<file path="src/rtl/dither_pkg.sv">
// Shared types and constants for the dither sequencer: FSM encoding, mute level,
// default word width and the attenuation stepping helper.
package dither_pkg;

    localparam int DW_DEF = 11;

    // Attenuation of 8 forces the output to zero.
    localparam logic [3:0] ATT_MUTE = 4'd8;

    typedef enum logic [2:0] {
        IDLE      = 3'd0,
        SEED      = 3'd1,
        RAMP_UP   = 3'd2,
        ACTIVE    = 3'd3,
        RAMP_DOWN = 3'd4
    } state_t;

    // One attenuation step toward the target; holds when already there.
    function automatic logic [3:0] step_toward(input logic [3:0] cur, input logic [3:0] tgt);
        logic [3:0] res;
        res = cur;
        if (cur < tgt) begin
            res = cur + 4'd1;
        end else if (cur > tgt) begin
            res = cur - 4'd1;
        end
        return res;
    endfunction

endpackage

</file>
<file path="src/rtl/dither_sequencer_if.sv">
// Bundle of configuration, request and dither signals between the modulator side
// (master) and the dither sequencer (slave).
interface dither_sequencer_if #(
    parameter int DW = dither_pkg::DW_DEF
);
    logic signed [DW-1:0] dith_i;
    logic                 cfg_en;
    logic [2:0]           cfg_shift;
    logic                 sample_req;
    logic signed [DW-1:0] dith_o;
    logic                 dith_valid;
    logic                 lfsr_rst;
    logic [2:0]           state_o;
    logic                 busy;

    modport master (
        output dith_i, cfg_en, cfg_shift, sample_req,
        input  dith_o, dith_valid, lfsr_rst, state_o, busy
    );

    modport slave (
        input  dith_i, cfg_en, cfg_shift, sample_req,
        output dith_o, dith_valid, lfsr_rst, state_o, busy
    );
endinterface

</file>
<file path="src/rtl/dither_scale.sv">
// Dither datapath: optional first-order high-pass shaping (DITHER_HP_SHAPE_EN),
// arithmetic right-shift attenuation with mute, registered output and valid pulse.
module dither_scale
    import dither_pkg::*;
#(
    parameter int DW = DW_DEF
) (
    input  logic                 clock,
    input  logic                 reset_n,
    input  logic                 req,
    input  logic                 idle,
    input  logic [3:0]           att,
    input  logic signed [DW-1:0] dith_in,
    output logic signed [DW-1:0] dith_out,
    output logic                 dith_valid
);

    logic signed [DW-1:0] src;

`ifdef DITHER_HP_SHAPE_EN
    logic signed [DW-1:0] prev_reg;
    logic signed [DW:0]   diff;
    logic                 unused_lsb;

    // Difference is taken one bit wider so it cannot wrap, then halved back to DW bits.
    assign diff       = {dith_in[DW-1], dith_in} - {prev_reg[DW-1], prev_reg};
    assign src        = diff[DW:1];
    assign unused_lsb = diff[0];

    always_ff @(posedge clock or negedge reset_n) begin
        if (!reset_n) begin
            prev_reg <= '0;
        end else if (idle) begin
            prev_reg <= '0;
        end else if (req) begin
            prev_reg <= dith_in;
        end
    end
`else
    logic unused_idle;

    assign unused_idle = idle;
    assign src         = dith_in;
`endif

    always_ff @(posedge clock or negedge reset_n) begin
        if (!reset_n) begin
            dith_out   <= '0;
            dith_valid <= 1'b0;
        end else begin
            dith_valid <= req;
            if (req) begin
                dith_out <= (att >= ATT_MUTE) ? '0 : (src >>> att);
            end
        end
    end

endmodule

</file>
<file path="src/rtl/dither_sequencer.sv">
// Dither sequencer: seeds the generator on enable, ramps attenuation in steps of
// RAMP_STEP serviced requests, and gates scaled dither onto sample requests.
// Optional high-pass shaping in the datapath is enabled by DITHER_HP_SHAPE_EN.
module dither_sequencer
    import dither_pkg::*;
#(
    parameter int DW        = DW_DEF,
    parameter int RAMP_STEP = 64,
    parameter int SEED_CYC  = 2
) (
    input  logic          clock,
    input  logic          reset_n,
    dither_sequencer_if.slave bus
);

    localparam int CW = (RAMP_STEP > 1) ? $clog2(RAMP_STEP + 1) : 1;
    localparam int SW = (SEED_CYC > 1) ? $clog2(SEED_CYC + 1) : 1;

    state_t        state_reg, state_next;
    logic [3:0]    att_reg, att_next;
    logic [CW-1:0] step_reg, step_next;
    logic [SW-1:0] seed_reg, seed_next;
    logic          lfsr_rst_reg;
    logic          busy_reg;
    logic [3:0]    target;
    logic          step_hit;

    assign target   = {1'b0, bus.cfg_shift};
    assign step_hit = bus.sample_req && (step_reg == CW'(RAMP_STEP - 1));

    always_comb begin
        state_next = state_reg;
        att_next   = att_reg;
        step_next  = step_reg;
        seed_next  = seed_reg;
        case (state_reg)
            IDLE: begin
                att_next = ATT_MUTE;
                if (bus.cfg_en) begin
                    state_next = SEED;
                    seed_next  = SW'(SEED_CYC);
                end
            end
            SEED: begin
                if (!bus.cfg_en) begin
                    state_next = IDLE;
                end else begin
                    seed_next = seed_reg - SW'(1);
                    if (seed_reg <= SW'(1)) begin
                        state_next = RAMP_UP;
                    end
                end
            end
            RAMP_UP: begin
                if (!bus.cfg_en) begin
                    state_next = RAMP_DOWN;
                end else if (att_reg <= target) begin
                    // Covers a retarget at or above the current level; ACTIVE resolves the rest.
                    state_next = ACTIVE;
                end else if (bus.sample_req) begin
                    if (step_hit) begin
                        step_next = '0;
                        att_next  = att_reg - 4'd1;
                    end else begin
                        step_next = step_reg + CW'(1);
                    end
                end
            end
            ACTIVE: begin
                if (!bus.cfg_en) begin
                    state_next = RAMP_DOWN;
                end else if (att_reg == target) begin
                    step_next = '0;
                end else if (bus.sample_req) begin
                    if (step_hit) begin
                        step_next = '0;
                        att_next  = step_toward(att_reg, target);
                    end else begin
                        step_next = step_reg + CW'(1);
                    end
                end
            end
            RAMP_DOWN: begin
                if (bus.cfg_en) begin
                    state_next = RAMP_UP;
                end else if (att_reg >= ATT_MUTE) begin
                    state_next = IDLE;
                end else if (bus.sample_req) begin
                    if (step_hit) begin
                        step_next = '0;
                        att_next  = att_reg + 4'd1;
                    end else begin
                        step_next = step_reg + CW'(1);
                    end
                end
            end
            default: begin
                state_next = IDLE;
                att_next   = ATT_MUTE;
            end
        endcase
        if (state_next != state_reg) begin
            step_next = '0;
        end
    end

    // lfsr_rst and busy are decoded from the next state so they change with state_o.
    always_ff @(posedge clock or negedge reset_n) begin
        if (!reset_n) begin
            state_reg    <= IDLE;
            att_reg      <= ATT_MUTE;
            step_reg     <= '0;
            seed_reg     <= '0;
            lfsr_rst_reg <= 1'b1;
            busy_reg     <= 1'b0;
        end else begin
            state_reg    <= state_next;
            att_reg      <= att_next;
            step_reg     <= step_next;
            seed_reg     <= seed_next;
            lfsr_rst_reg <= (state_next == IDLE) || (state_next == SEED);
            busy_reg     <= (state_next == SEED) || (state_next == RAMP_UP) ||
                            (state_next == RAMP_DOWN);
        end
    end

    assign bus.lfsr_rst = lfsr_rst_reg;
    assign bus.busy     = busy_reg;
    assign bus.state_o  = state_reg;

    dither_scale #(
        .DW(DW)
    ) u_scale (
        .clock     (clock),
        .reset_n   (reset_n),
        .req       (bus.sample_req),
        .idle      (state_reg == IDLE),
        .att       (att_reg),
        .dith_in   (bus.dith_i),
        .dith_out  (bus.dith_o),
        .dith_valid(bus.dith_valid)
    );

endmodule

</file>
<file path="src/flat_wrapper.sv">
// flat-port wrapper written by rule: the top's interface ports become plain ports
module dither_sequencer_flat import dither_pkg::*;
#(
    parameter int DW        = DW_DEF,
    parameter int RAMP_STEP = 64,
    parameter int SEED_CYC  = 2
)
  (clock, reset_n, bus_dith_i, bus_cfg_en, bus_cfg_shift, bus_sample_req, bus_dith_o, bus_dith_valid, bus_lfsr_rst, bus_state_o, bus_busy);
  dither_sequencer_if #(.DW(DW)) bus_i ();
  input  logic clock;
  input  logic reset_n;
  input wire logic [$bits(bus_i.dith_i)-1:0] bus_dith_i;
  input wire logic [$bits(bus_i.cfg_en)-1:0] bus_cfg_en;
  input wire logic [$bits(bus_i.cfg_shift)-1:0] bus_cfg_shift;
  input wire logic [$bits(bus_i.sample_req)-1:0] bus_sample_req;
  output wire logic [$bits(bus_i.dith_o)-1:0] bus_dith_o;
  output wire logic [$bits(bus_i.dith_valid)-1:0] bus_dith_valid;
  output wire logic [$bits(bus_i.lfsr_rst)-1:0] bus_lfsr_rst;
  output wire logic [$bits(bus_i.state_o)-1:0] bus_state_o;
  output wire logic [$bits(bus_i.busy)-1:0] bus_busy;
  assign bus_i.dith_i = bus_dith_i;
  assign bus_i.cfg_en = bus_cfg_en;
  assign bus_i.cfg_shift = bus_cfg_shift;
  assign bus_i.sample_req = bus_sample_req;
  assign bus_dith_o = bus_i.dith_o;
  assign bus_dith_valid = bus_i.dith_valid;
  assign bus_lfsr_rst = bus_i.lfsr_rst;
  assign bus_state_o = bus_i.state_o;
  assign bus_busy = bus_i.busy;
  dither_sequencer #(.DW(DW), .RAMP_STEP(RAMP_STEP), .SEED_CYC(SEED_CYC)) u_core (.clock(clock), .reset_n(reset_n), .bus(bus_i));
endmodule
</file>
<file path="config.mk">
export PLATFORM = sky130hd
export DESIGN_NAME = dither_sequencer_flat
export DESIGN_NICKNAME = d
export VERILOG_FILES = /design/src/rtl/dither_pkg.sv /design/src/rtl/dither_sequencer_if.sv /design/src/rtl/dither_scale.sv /design/src/rtl/dither_sequencer.sv /design/src/flat_wrapper.sv
export SDC_FILE = /design/constraint.sdc
export NUM_CORES = 1
export LEC_CHECK = 0
export CORE_UTILIZATION = 48
export CTS_CLUSTER_DIAMETER = 120
export CTS_CLUSTER_SIZE = 30
export DETAILED_ROUTE_END_ITERATION = 10
export HOLD_SLACK_MARGIN = 0.12
export MAX_ROUTING_LAYER = met4
export PLACE_DENSITY = 0.85
export SLEW_MARGIN = 5
export SYNTH_ARGS = -nofsm -noshare
export SYNTH_HDL_FRONTEND = slang
export SYNTH_HIERARCHICAL = 1
export SYNTH_SLANG_ARGS = --single-unit
</file>
<file path="constraint.sdc">
create_clock -name clock -period 2.25 [get_ports clock]
set_input_delay 0.45 -clock clock [delete_from_list [all_inputs] [get_ports clock]]
set_output_delay 0.45 -clock clock [all_outputs]
set_load 0.005 [all_outputs]
</file>
==> results of run 1 <==
==> area by class of cell <==
type | count | area (um2)
flip-flops and latches | 30 | 756
inverters | 21 | 78.8
fillers | 335 | 1340
repair buffers | 58 | 517
clock buffers | 7 | 86.3
multi-input cells | 184 | 1300
clock inverters | 1 | 5.00
well taps | 50 | 62.6
==> through the flow <==
stage	instances	setup TNS, ns
after floorplan	248	0
after global placement	342	-4.16
after detailed placement	342	-5.17
after global routing	351	0
final	351	0
after CTS	351	0
==> critical path, cell delays in order (launching register included) <==
cell	delay, ns
sky130_fd_sc_hd__dfrtp_2	0.40
sky130_fd_sc_hd__inv_1	0.10
sky130_fd_sc_hd__ha_1	0.25
sky130_fd_sc_hd__and4b_4	0.21
sky130_fd_sc_hd__a311oi_4	0.29
sky130_fd_sc_hd__o221ai_2	0.17
sky130_fd_sc_hd__or4_1	0.53
sky130_fd_sc_hd__a21boi_1	0.15
==> timing repair <==
item	CTS	global route
gates resized for setup	9	0
buffers inserted	1	0
endpoints found under the setup margin	10	0
==> worst paths after layout <==
check                                    from                  end  slack, ns
hold / removal             u_core/step_reg[6]   u_core/step_reg[6]       0.51
setup reg to reg            u_core/att_reg[0]   u_core/step_reg[2]       0.07
min in group asynchronous             reset_n   u_core/step_reg[4]       0.56
hold reg to reg            u_core/step_reg[6]   u_core/step_reg[6]       0.51
setup / recovery            u_core/att_reg[0]   u_core/step_reg[2]       0.07
max in group asynchronous             reset_n  u_core/bus.lfsr_rst       1.37
==> metal layers <==
layer	track usage (%)	vias to the layer above	routed length [um]
met1	33.3	995	2490
met3	6.25	10	304
met5	-	-	0
met2	38.3	67	2560
li1	-	1029	-
met4	9.69	0	86
==> where the power goes <==
group	switching, uW	total [uW]	internal [uW]
logic	377	717	339
clock network	206	453	246
registers	32.8	638	605
total	616	1810	1190
==> summary.txt, run 1 <==
Routing
  – Number of DRC violations after detailed-routing iteration 0: 242
  – Detailed-router iteration count before antenna repair: 4
  – Final wirelength: 5440 um
  – Number of routed nets with antenna violations: 0
  – Via count: 2101
  – Post-DR vias/cell: 5.99
  – Total DRC errors in the routed layout: 0
  – WL per Instance: 15.5 um

Logic synthesis
  – Syn Area/Cell: 8.68 um2
  – Syn Std Cell Area: 2150 um2
  – Number of cells produced by synthesis: 248
  – Syn_nets: 273
  – Number of warning messages in the yosys log: 6

STA
  – Final hold slack: 0.511 ns
  – Total of endpoints with negative setup slack in the final report: 0
  – Setup ws final: 0.0724 ns
  – Pin slew with the least headroom to its limit: 0.424 ns
  – Final number of hold-violating endpoints: 0
  – Final Slew Violations: 0
  – Worst slew margin relative to its limit: 71.6%
  – Ratio of final minimum period to clock period: 96.8%
  – Setup skew after layout: 0.00905 ns
  – Setup repair after global routing missed its margin: no
  – Achievable clock frequency: 459 MHz
  – Clock period minus worst slack: 2.18 ns

Clock tree
  – Clock latency on the worst-skew pair: 0.28 ns
  – Largest buffer count on any clock path: 2
  – TritonCTS clock tree: done
  – Number of buffers added to fix hold violations after cts: 0
  – Number of clock sinks: 30
  – Cell at the root of the clock tree: sky130_fd_sc_hd__clkbuf_8
  – Clock buffer count from CTS: 5
  – Clock-pin slew reported for the worst setup and hold paths after clock tree synthesis: 0.06 ns
  – CTS H-tree lvls: 2

Setup path
  – Worst endpoint required time: 2.46 ns
  – Critical path class: flip-flop to flip-flop
  – Crit path arrival time: 2.39 ns
  – Sort of element at the end of the critical path: flip-flop
  – Reg2Reg Depth: 7
  – Crit path launch type: flip-flop
  – Largest fanout of any net on the critical path: 4

Pwr
  – Total chip power: 1810 uW
  – Leakage power of the design: 0.00111 uW
  – Power per cell area: 645 nW/um2
  – Peak VDD IR: 0.000600 V

Placed design
  – IO Port Bufs: 34
  – Gp weighted congestion: 0.881
  – Worst slack at placement: -0.577 ns
  – Dpl hpwl: 3940 um
  – Placed inst area: 2670 um2

Cells and area
  – Count of antenna diodes in the layout: 0
  – Post-route cell area: 2800 um2
  – Max reg flops: 11
  – Fraction of layout cells with a size suffix above 1: 19.6%
  – Relative area change from synthesis to final layout: 30.1%
  – Final core utilization: 67.6%
  – Leading cell type in the layout, fill and taps excluded: sky130_fd_sc_hd__clkdlybuf4s50_1
  – Number of nets in the final layout: 325
  – Most frequent cells in the layout: sky130_fd_sc_hd__clkdlybuf4s50_1, sky130_fd_sc_hd__dfrtp_1, sky130_fd_sc_hd__buf_4

GRT
  – Number of global-route vias before repair: 1936
  – Wire length of the first global-routing pass: 8650 um
  – Initial antenna violation count: 0
  – Residual overflow from global routing: 0
  – Largest net degree at the start of global routing: 31
  – All-layer global routing usage: 25.6%

Floorplan
  – Initial cell density of the core: 52.0%
  – Die area: 4760 um2
  – Y dimension of the die: 69.0 um
  – Width of the die: 69.0 um
  – Standard-cell rows: 23
  – Floorplan Core Area: 4140 um2
  – Io pins: 35

Status
  – Status: finished, final reports clean

Run
  – Max-capacitance violation count: 0

Worst hold path
  – Type of the tightest min-delay check: flip-flop to flip-flop
  – Hold Path Cell Cnt: 1
Note: power is estimated with default switching activity, not from simulation.
==> inputs of run 2 (changes only) <==
Settings changed: CORE_ASPECT_RATIO set to 0.6, CTS_CLUSTER_SIZE 30 to unset.
==> run 2 against run 1 <==
Die area is 0.18% higher; critical path depth stayed put; core utilization is 0.34 points higher; sequential share of layout area is 0.57 points lower; largest cell class unchanged; largest power group unchanged.
==> summary.txt, run 2 (synthesis gave the netlist of run 1 again) <==
Clock tree
  – CTS H-tree lvls: 2
  – Cell at the root of the clock tree: sky130_fd_sc_hd__clkbuf_8
  – Clock-pin slew reported for the worst setup and hold paths after clock tree synthesis: 0.07 ns
  – Clock latency on the worst-skew pair: 0.29 ns
  – Buffer count from post-CTS setup fixing: 0
  – Number of clock sinks: 30
  – Clock buffer count from CTS: 5
  – TritonCTS clock tree: done
  – Largest buffer count on any clock path: 2
  – Number of buffers added to fix hold violations after cts: 0

Routing
  – Detailed-router iteration count before antenna repair: 5
  – Number of DRC violations after detailed-routing iteration 0: 294
  – WL per Instance: 16.0 um
  – Via count: 2189
  – Total DRC errors in the routed layout: 0
  – Final wirelength: 5820 um
  – Number of routed nets with antenna violations: 0
  – Post-DR vias/cell: 6.03

Cells and area
  – Max reg flops: 11
  – Relative area change from synthesis to final layout: 32.9%
  – Most frequent cells in the layout: sky130_fd_sc_hd__clkdlybuf4s50_1, sky130_fd_sc_hd__buf_4, sky130_fd_sc_hd__dfrtp_1
  – Filler cell count in the final layout: 333
  – Fraction of layout cells with a size suffix above 1: 22.1%
  – Count of antenna diodes in the layout: 0
  – Final core utilization: 67.9%
  – Leading cell type in the layout, fill and taps excluded: sky130_fd_sc_hd__clkdlybuf4s50_1
  – Number of nets in the final layout: 327

Floorplan
  – Y dimension of the die: 53.9 um
  – Floorplan Core Area: 4210 um2
  – Standard-cell rows: 18
  – Width of the die: 88.5 um
  – Initial cell density of the core: 51.1%
  – Die area: 4770 um2
  – Io pins: 35

Run
  – Max-capacitance violation count: 0

GRT
  – Largest net degree at the start of global routing: 31
  – Global-route track usage on met2: 38.1%
  – Residual overflow from global routing: 0
  – Initial antenna violation count: 0
  – Met3 Use GR: 5.52%
  – Most Crowded Layer GR: met1
  – Wire length of the first global-routing pass: 9340 um
  – All-layer global routing usage: 27.5%
  – Number of global-route vias before repair: 1913
  – Met1 Track Usage GR: 40.1%

STA
  – Final Slew Violations: 0
  – Ratio of final minimum period to clock period: 98.0%
  – Worst slew margin relative to its limit: 57.7%
  – Final number of hold-violating endpoints: 0
  – Clock period minus worst slack: 2.20 ns
  – Pin slew with the least headroom to its limit: 0.626 ns
  – Setup skew after layout: 0.0128 ns
  – Total of endpoints with negative setup slack in the final report: 0
  – Setup repair after global routing missed its margin: no
  – Achievable clock frequency: 454 MHz

Placed design
  – Gp weighted congestion: 0.945
  – Dpl hpwl: 4260 um
  – IO Port Bufs: 34

Setup path
  – Worst endpoint required time: 2.46 ns
  – Crit path launch type: flip-flop
  – Critical path class: flip-flop to flip-flop
  – Crit path arrival time: 2.41 ns
  – Sort of element at the end of the critical path: flip-flop
  – Largest fanout of any net on the critical path: 4
  – Setup slack, reg-to-reg: 0.05 ns

Status
  – Status: finished, final reports clean

Worst hold path
  – Type of the tightest min-delay check: flip-flop to flip-flop

Pwr
  – Total chip power: 1840 uW
  – Leakage power of the design: 0.00113 uW
  – Power per cell area: 644 nW/um2
  – Peak VDD IR: 0.000475 V
-- run 2: power by group --
part | internal [uW] | switching [uW]
clock | 246 | 215
combinational | 347 | 400
sequential | 605 | 31.0
-- run 2: worst paths after layout --
path | start | end | depth (start not counted)
min in group asynchronous | reset_n | u_core/bus.state_o[0] | 2
max | u_core/att_reg[0] | u_core/step_reg[2] | 7
min | u_core/u_scale/dith_out[9] | u_core/u_scale/dith_out[9] | 2
max in group asynchronous | reset_n | u_core/att_reg[3] | 2
max reg2reg | u_core/att_reg[0] | u_core/step_reg[2] | 7
min reg2reg | u_core/u_scale/dith_out[9] | u_core/u_scale/dith_out[9] | 2
-- run 2: layout make-up --
class                           instances  area [um2]  share of cell area (%)
Timing Repair Buffer                   60         532                    18.6
Tap cell                               60        75.1                    2.62
Inverter                               21        78.8                    2.75
Clock buffer                            6        82.6                    2.89
Clock inverter                          2        12.5                   0.437
Multi-Input combinational cell        184        1330                    46.3
Sequential cell                        30         756                    26.4
-- run 2: critical path, cell delays in order (launching register included) --
cell and delay, ns:
sky130_fd_sc_hd__dfrtp_2 0.41, sky130_fd_sc_hd__inv_2 0.07, sky130_fd_sc_hd__ha_1 0.23, sky130_fd_sc_hd__and4b_4 0.23
sky130_fd_sc_hd__a311oi_4 0.34, sky130_fd_sc_hd__o221ai_2 0.21, sky130_fd_sc_hd__or4_4 0.51, sky130_fd_sc_hd__a21boi_2 0.14
-- run 2: metrics by stage --
step           worst slack, ns  TNS, ns  instances  instance area, um2  hold slack [ns]
5_1_grt                 0.0267        0        363                2860            0.549
4_1_cts                  0.109        0        363                2850            0.531
3_5_place_dp            -0.564    -4.79        355                2700            0.509
3_3_place_gp            -0.442    -3.85        355                2700            0.496
2_1_floorplan          0.00403        0        248                2160            0.154
6_report                0.0457        0        363                2860            0.531
-- run 2: per-layer routing --
layer  part of all wire (%)  vias up
li1                       -     1030
met1                     49     1044
met2                     41      106
met3                    8.3        9
met4                    1.0        0
met5                      0        -
-- run 2: what timing repair did --
| item | in CTS | in global routing |
|---|---|---|
| endpoints found under the hold margin | 0 | 0 |
| setup endpoints to repair | 9 | 1 |
| pin swaps | 11 | 3 |
| gates resized for setup | 13 | 3 |
